<file path="src/rtl/multiply_pkg.sv">
// Shared arithmetic datapath constants.
// State encoding and default width, common to multiplier and divider.
package multiply_pkg;

  localparam int DATA_W = 32;

  typedef enum logic [1:0] {
    MUL_IDLE = 2'd0,
    MUL_RUN  = 2'd1,
    MUL_FIX  = 2'd2
  } mul_state_e;

endpackage

</file>
<file path="src/rtl/multiply_if.sv">
// Start/ready/done handshake bundle for the sequential multiplier.
// master = issuing control logic, slave = multiplier.
interface multiply_if
  import multiply_pkg::*;
#(
  parameter int WIDTH = DATA_W
);

  logic               start;
  logic               sign;
  logic [WIDTH-1:0]   multiplicand;
  logic [WIDTH-1:0]   multiplier;
  logic               ready;
  logic               done;
  logic [2*WIDTH-1:0] product;

  modport master (
    output start,
    output sign,
    output multiplicand,
    output multiplier,
    input  ready,
    input  done,
    input  product
  );

  modport slave (
    input  start,
    input  sign,
    input  multiplicand,
    input  multiplier,
    output ready,
    output done,
    output product
  );

endinterface

</file>
<file path="src/rtl/multiply_twos_abs.sv">
// Combinational two's-complement magnitude; the most negative value
// maps to 2^(WIDTH-1), which is correct when read as unsigned.
module twos_abs #(
  parameter int WIDTH = 32
) (
  input  logic [WIDTH-1:0] in_i,
  input  logic             sign_en_i,
  output logic [WIDTH-1:0] out_o,
  output logic             is_neg_o
);

  assign is_neg_o = sign_en_i & in_i[WIDTH-1];
  assign out_o    = is_neg_o ? (~in_i + WIDTH'(1)) : in_i;

endmodule

</file>
<file path="src/rtl/multiply.sv">
// Sequential shift-add multiplier, one multiplier bit per cycle,
// magnitudes multiplied then sign fixed up in a final cycle.
module multiply
  import multiply_pkg::*;
#(
  parameter int WIDTH = DATA_W
) (
  input  logic     clk,
  input  logic     rst,
  multiply_if.slave bus
);

  localparam int CW = $clog2(WIDTH) + 1;
  localparam int PW = 2 * WIDTH;

  mul_state_e     state_q, state_d;
  logic [CW-1:0]  count_q, count_d;
  logic [PW-1:0]  mcand_q, mcand_d;
  logic [WIDTH-1:0] mplier_q, mplier_d;
  logic [PW-1:0]  acc_q, acc_d;
  logic           neg_q, neg_d;
  logic [PW-1:0]  product_q, product_d;
  logic           done_q, done_d;

  logic [WIDTH-1:0] abs_a, abs_b;
  logic             neg_a, neg_b;

  twos_abs #(.WIDTH(WIDTH)) u_abs_a (
    .in_i      (bus.multiplicand),
    .sign_en_i (bus.sign),
    .out_o     (abs_a),
    .is_neg_o  (neg_a)
  );

  twos_abs #(.WIDTH(WIDTH)) u_abs_b (
    .in_i      (bus.multiplier),
    .sign_en_i (bus.sign),
    .out_o     (abs_b),
    .is_neg_o  (neg_b)
  );

  always_comb begin
    state_d   = state_q;
    count_d   = count_q;
    mcand_d   = mcand_q;
    mplier_d  = mplier_q;
    acc_d     = acc_q;
    neg_d     = neg_q;
    product_d = product_q;
    done_d    = 1'b0;
    unique case (state_q)
      MUL_IDLE: begin
        if (bus.start) begin
          mcand_d  = {{WIDTH{1'b0}}, abs_a};
          mplier_d = abs_b;
          acc_d    = '0;
          count_d  = CW'(WIDTH);
          neg_d    = neg_a ^ neg_b;
          state_d  = MUL_RUN;
        end
      end
      MUL_RUN: begin
        if (mplier_q[0])
          acc_d = acc_q + mcand_q;
        mcand_d  = mcand_q << 1;
        mplier_d = mplier_q >> 1;
        count_d  = count_q - CW'(1);
        if (count_q == CW'(1))
          state_d = MUL_FIX;
      end
      MUL_FIX: begin
        // ~0+1 wraps back to 0, so a zero magnitude stays zero
        product_d = neg_q ? (~acc_q + PW'(1)) : acc_q;
        done_d    = 1'b1;
        state_d   = MUL_IDLE;
      end
      default: state_d = MUL_IDLE;
    endcase
  end

  always_ff @(posedge clk or posedge rst) begin
    if (rst) begin
      state_q   <= MUL_IDLE;
      count_q   <= '0;
      mcand_q   <= '0;
      mplier_q  <= '0;
      acc_q     <= '0;
      neg_q     <= 1'b0;
      product_q <= '0;
      done_q    <= 1'b0;
    end else begin
      state_q   <= state_d;
      count_q   <= count_d;
      mcand_q   <= mcand_d;
      mplier_q  <= mplier_d;
      acc_q     <= acc_d;
      neg_q     <= neg_d;
      product_q <= product_d;
      done_q    <= done_d;
    end
  end

  assign bus.ready   = (state_q == MUL_IDLE);
  assign bus.done    = done_q;
  assign bus.product = product_q;

endmodule

</file>
<file path="src/flat_wrapper.sv">
// flat-port wrapper written by rule: the top's interface ports become plain ports
module multiply_flat import multiply_pkg::*;
#(
  parameter int WIDTH = DATA_W
)
  (clk, rst, bus_start, bus_sign, bus_multiplicand, bus_multiplier, bus_ready, bus_done, bus_product);
  multiply_if #(.WIDTH(WIDTH)) bus_i ();
  input  logic clk;
  input  logic rst;
  input wire logic [$bits(bus_i.start)-1:0] bus_start;
  input wire logic [$bits(bus_i.sign)-1:0] bus_sign;
  input wire logic [$bits(bus_i.multiplicand)-1:0] bus_multiplicand;
  input wire logic [$bits(bus_i.multiplier)-1:0] bus_multiplier;
  output wire logic [$bits(bus_i.ready)-1:0] bus_ready;
  output wire logic [$bits(bus_i.done)-1:0] bus_done;
  output wire logic [$bits(bus_i.product)-1:0] bus_product;
  assign bus_i.start = bus_start;
  assign bus_i.sign = bus_sign;
  assign bus_i.multiplicand = bus_multiplicand;
  assign bus_i.multiplier = bus_multiplier;
  assign bus_ready = bus_i.ready;
  assign bus_done = bus_i.done;
  assign bus_product = bus_i.product;
  multiply #(.WIDTH(WIDTH)) u_core (.clk(clk), .rst(rst), .bus(bus_i));
endmodule
</file>
<file path="config.mk">
export PLATFORM = sky130hd
export DESIGN_NAME = multiply_flat
export DESIGN_NICKNAME = d
export VERILOG_FILES = /design/src/rtl/multiply_pkg.sv /design/src/rtl/multiply_if.sv /design/src/rtl/multiply_twos_abs.sv /design/src/rtl/multiply.sv /design/src/flat_wrapper.sv
export SDC_FILE = /design/constraint.sdc
export NUM_CORES = 1
export LEC_CHECK = 0
export BUFFER_PORTS_ARGS = -buffer_cell sky130_fd_sc_hd__clkbuf_2
export CAP_MARGIN = 25
export CORE_ASPECT_RATIO = 1.2
export CORE_UTILIZATION = 58
export CTS_CLUSTER_SIZE = 12
export DETAILED_ROUTE_END_ITERATION = 10
export PLACE_DENSITY = 0.8
export SETUP_SLACK_MARGIN = 0.1
export SLEW_MARGIN = 25
export SYNTH_ARGS = -nofsm -noshare
export SYNTH_HDL_FRONTEND = slang
export SYNTH_SLANG_ARGS = --single-unit
export TNS_END_PERCENT = 50
</file>
<file path="constraint.sdc">
create_clock -name clk -period 11.7 [get_ports clk]
set_input_delay 2.34 -clock clk [delete_from_list [all_inputs] [get_ports clk]]
set_output_delay 2.34 -clock clk [all_outputs]
set_load 0.1 [all_outputs]
</file>
==> results.tsv <==
metric	value	unit
outcome	completed	
finalSetupViolCount	0	
async_reset_ff_share	100	%
grt_first_pass_wirelength	65.5	mm
critical-path-top-cell-by-count	sky130_fd_sc_hd__nand2_1	
crit_family	simple AND/OR/NAND/NOR gates	
yosysWarningCount	0	
power.share.clock	15.6	%
mostFrequentLayoutCells	sky130_fd_sc_hd__nand2_1 (263), sky130_fd_sc_hd__dfrtp_1 (233), sky130_fd_sc_hd__o21ai_0 (213)	
power-per-cell-area	333	mW/mm^2
filler_cell_count	2106	
skew	0.00968	ns
crit_chain	clkbuf_2, nand2_1, nor2_1, nor2_4, buf_4, nand2_1, o21ai_0	
max_cap_viol_count	0	
timing_worst_setup_path_type	input pin to register	
post_route_setup_tns	0	ns
final_slew_violations	0	
fp.dieW	149	um
intPower	0.00278	W
dpl-instance-area	0.0159	mm^2
grt_antenna_before_repair	0	
cts_post_setup_buffers_inserted	0	
antenna_violating_nets_post_route	0	
timing.critical_path.required	12.07	ns
final_common_cell	sky130_fd_sc_hd__nand2_1	
fp.dieArea	0.0267	mm^2
syn_inst	1764	
rows	64	
net-switching-power	0.00283	W
synth_sequential_area_ratio	38.7	%
vdd.ir_drop.worst	0.000163	V
clock_slew_at_reported_path_ffs	0.06	ns
diodes	0	
clockRootBuffer	sky130_fd_sc_hd__clkbuf_16	
synth_cell_types	67	
worstPathMaxFanout	62	
post_synth_instance_area	0.0151	mm^2
share_comb_of_total_power	56.8	%
globalplace.congestion	0.959	
cp-end-kind	register	
timing.final.crit_period	4.59	ns
synthFlopType	sky130_fd_sc_hd__dfrtp_1	
crit_start_category	input pin	
fin_ws	7.11	ns
synth-seq-cells	234	
rsz0062_at_grt	no	
switching_share	50.4	%
post-route-period-util	39.2	%
cts_max_level	1	
cp.buffers_inverters	2	
globalRouteTotalUtil	30.2	%
maxSlewHeadroom	31.0	%
nets_in_the_synthesized_netlist	1901	
finalHoldViolCount	0	
arrival	4.96	ns
finalNetCount	1972	
power_leakage	7.46	nW
sequentialPowerShare	27.7	%
hold_buffers	0	
place_worst_setup_slack	6.58	ns
detailedRoute.firstIterationViolations	878	
cts_resized	0	
grt_start_max_net_pins	99	
slew_at_the_pin_closest_to_its_max_slew_limit	1.03	ns
route.vias.total	13631	
maxClockFrequency	218	MHz
numClockSinks	234	
final.hold.worst_slack	0.474	ns
slowest_stage	sky130_fd_sc_hd__nor2_1	
route.detailed.vias_per_inst	6.25	
initial_utilization	59.2	%
gr-total-overflow	0	
hp-class	register to register	
syn_to_final_growth	11.4	%
cts_inserted_buffers	26	
postSynthAreaPerCell	8.57	um^2
max-clock-path-buffers	3	
worst_skew_pair.late_latency	0.54	ns
layout-drive-gt1-share	11.1	%
post-route-drc-count	0	
detailed_place_hpwl	28.3	mm
portBuffers	133	
longest_individual_stage_delay_on_the_worst_path	0.80	ns
cts_tree	yes	
core_area	0.0255	mm^2
synth_enable_flop_cells	0	
grt_pass1_vias	13178	
final_area	0.0168	mm^2
routedWlPerCell	18.0	um
io-pin-count	134	
die_height	179	um
drtPass1Iterations	5	
wire_length_after_detailed_routing	39.3	mm
## cell type report
class	count	area (um^2)	area share, %
Multi-Input combinational cell	1398	8800	52.2
Inverter	32	128	0.758
Sequential cell	234	5860	34.8
Clock buffer	37	763	4.53
Tap cell	330	413	2.45
Clock inverter	8	140	0.832
Timing Repair Buffer	143	744	4.42
## flip-flops by register name, indices dropped and copies added (netlist names)
| signal | flops |
|---|---|
| u_core.acc_q | 64 |
| u_core.state_q | 2 |
| u_core.mplier_q | 32 |
| u_core.bus.product | 64 |
| u_core.count_q | 6 |
| u_core.mcand_q | 64 |
| u_core.bus.done | 1 |
| u_core.neg_q | 1 |
## synth_stat cells (14+ instances only)
library cell	instances	share of area (%)
sky130_fd_sc_hd__nand2_1	264	6.6
sky130_fd_sc_hd__dfrtp_1	234	39
sky130_fd_sc_hd__o21ai_0	214	7.1
sky130_fd_sc_hd__a21oi_1	122	4.0
sky130_fd_sc_hd__xor2_1	112	6.5
sky130_fd_sc_hd__clkbuf_1	90	2.2
sky130_fd_sc_hd__nor2_1	72	1.8
sky130_fd_sc_hd__xnor2_1	70	4.1
sky130_fd_sc_hd__ha_1	68	5.6
sky130_fd_sc_hd__o22ai_1	55	2.3
sky130_fd_sc_hd__a22o_1	38	2.2
sky130_fd_sc_hd__a21o_1	34	1.7
sky130_fd_sc_hd__inv_1	31	0.77
sky130_fd_sc_hd__nor3_1	31	1.0
sky130_fd_sc_hd__o31ai_1	29	1.4
sky130_fd_sc_hd__nand3_1	28	0.93
sky130_fd_sc_hd__a22oi_1	25	1.2
sky130_fd_sc_hd__o21ai_1	21	0.70
sky130_fd_sc_hd__nor4_1	20	0.83
sky130_fd_sc_hd__nand4_1	19	0.79
sky130_fd_sc_hd__o21bai_1	19	0.94
sky130_fd_sc_hd__nand2b_1	14	0.58
sky130_fd_sc_hd__o41ai_1	14	0.81
## through the flow
| step | util, % | cells | total power, W |
|---|---|---|---|
| final | 66.0 | 2182 | 0.00561 |
| after global routing | 66.0 | 2182 | 0.00602 |
| after CTS | 65.9 | 2182 | 0.00558 |
| after detailed placement | 62.4 | 2137 | 0.00468 |
| after global placement | 62.4 | 2137 | 0.00460 |
| after floorplan | - | 1764 | 0.00395 |
## path summary, 6_finish.rpt
| kind | from | to | slack, ns | depth (start not counted) |
|---|---|---|---|---|
| hold reg to reg | u_core.bus.product[44] | u_core.bus.product[44] | 0.47 | 2 |
| setup / recovery | bus_start | u_core.acc_q[7] | 7.11 | 7 |
| max in group asynchronous | rst | u_core.mcand_q[57] | 8.48 | 3 |
| hold / removal | u_core.bus.product[44] | u_core.bus.product[44] | 0.47 | 2 |
| setup reg to reg | u_core.acc_q[18] | u_core.bus.product[63] | 7.43 | 11 |
| min in group asynchronous | rst | u_core.bus.product[6] | 1.89 | 2 |
## layer usage
| layer | track usage (%) | wire length (um) | up-vias |
|---|---|---|---|
| li1 | - | - | 6543 |
| met1 | 41.6 | 17600 | 6534 |
| met2 | 48.8 | 18200 | 471 |
| met3 | 3.94 | 2390 | 83 |
| met4 | 10.8 | 1110 | 0 |
| met5 | 0 | 0 | - |
## cell families (layout without fill, tap and decap cells)
family                     Yosys count  in the layout  synth area share, %
muxes                                1              1               0.0662
AOI/OAI and AO/OA                  636            636                 26.1
adders and majority gates           69             69                 5.76
and+or+nand+nor                    510            510                 15.5
xor gates and xnor gates           182            182                 10.5
buffers and inverters              132            220                 3.30
DFF                                234            234                 38.7
## worst register-to-register path: stages, from the launching register on
cell and delay, ns:
sky130_fd_sc_hd__dfrtp_1 0.49, sky130_fd_sc_hd__nor4_1 0.76, sky130_fd_sc_hd__nand2_1 0.19, sky130_fd_sc_hd__nor3_1 0.64, sky130_fd_sc_hd__and3_1 0.33, sky130_fd_sc_hd__nand2_1 0.10, sky130_fd_sc_hd__nor3_2 0.19, sky130_fd_sc_hd__nand3_1 0.17
sky130_fd_sc_hd__or3_4 0.44, sky130_fd_sc_hd__o31ai_4 0.31, sky130_fd_sc_hd__xor2_1 0.43, sky130_fd_sc_hd__o21ai_1 0.10
## power groups by stage
stage / Sequential (W) / Combinational [W] / Clock (W)
global placement: 0.00153 / 0.00307 / 0
CTS: 0.00154 / 0.00316 / 0.000879
finish: 0.00155 / 0.00318 / 0.000872
floorplan: 0.00184 / 0.00211 / 0
global route: 0.00159 / 0.00352 / 0.000914
detailed placement: 0.00154 / 0.00314 / 0
Note: power is estimated with default switching activity, not from simulation.
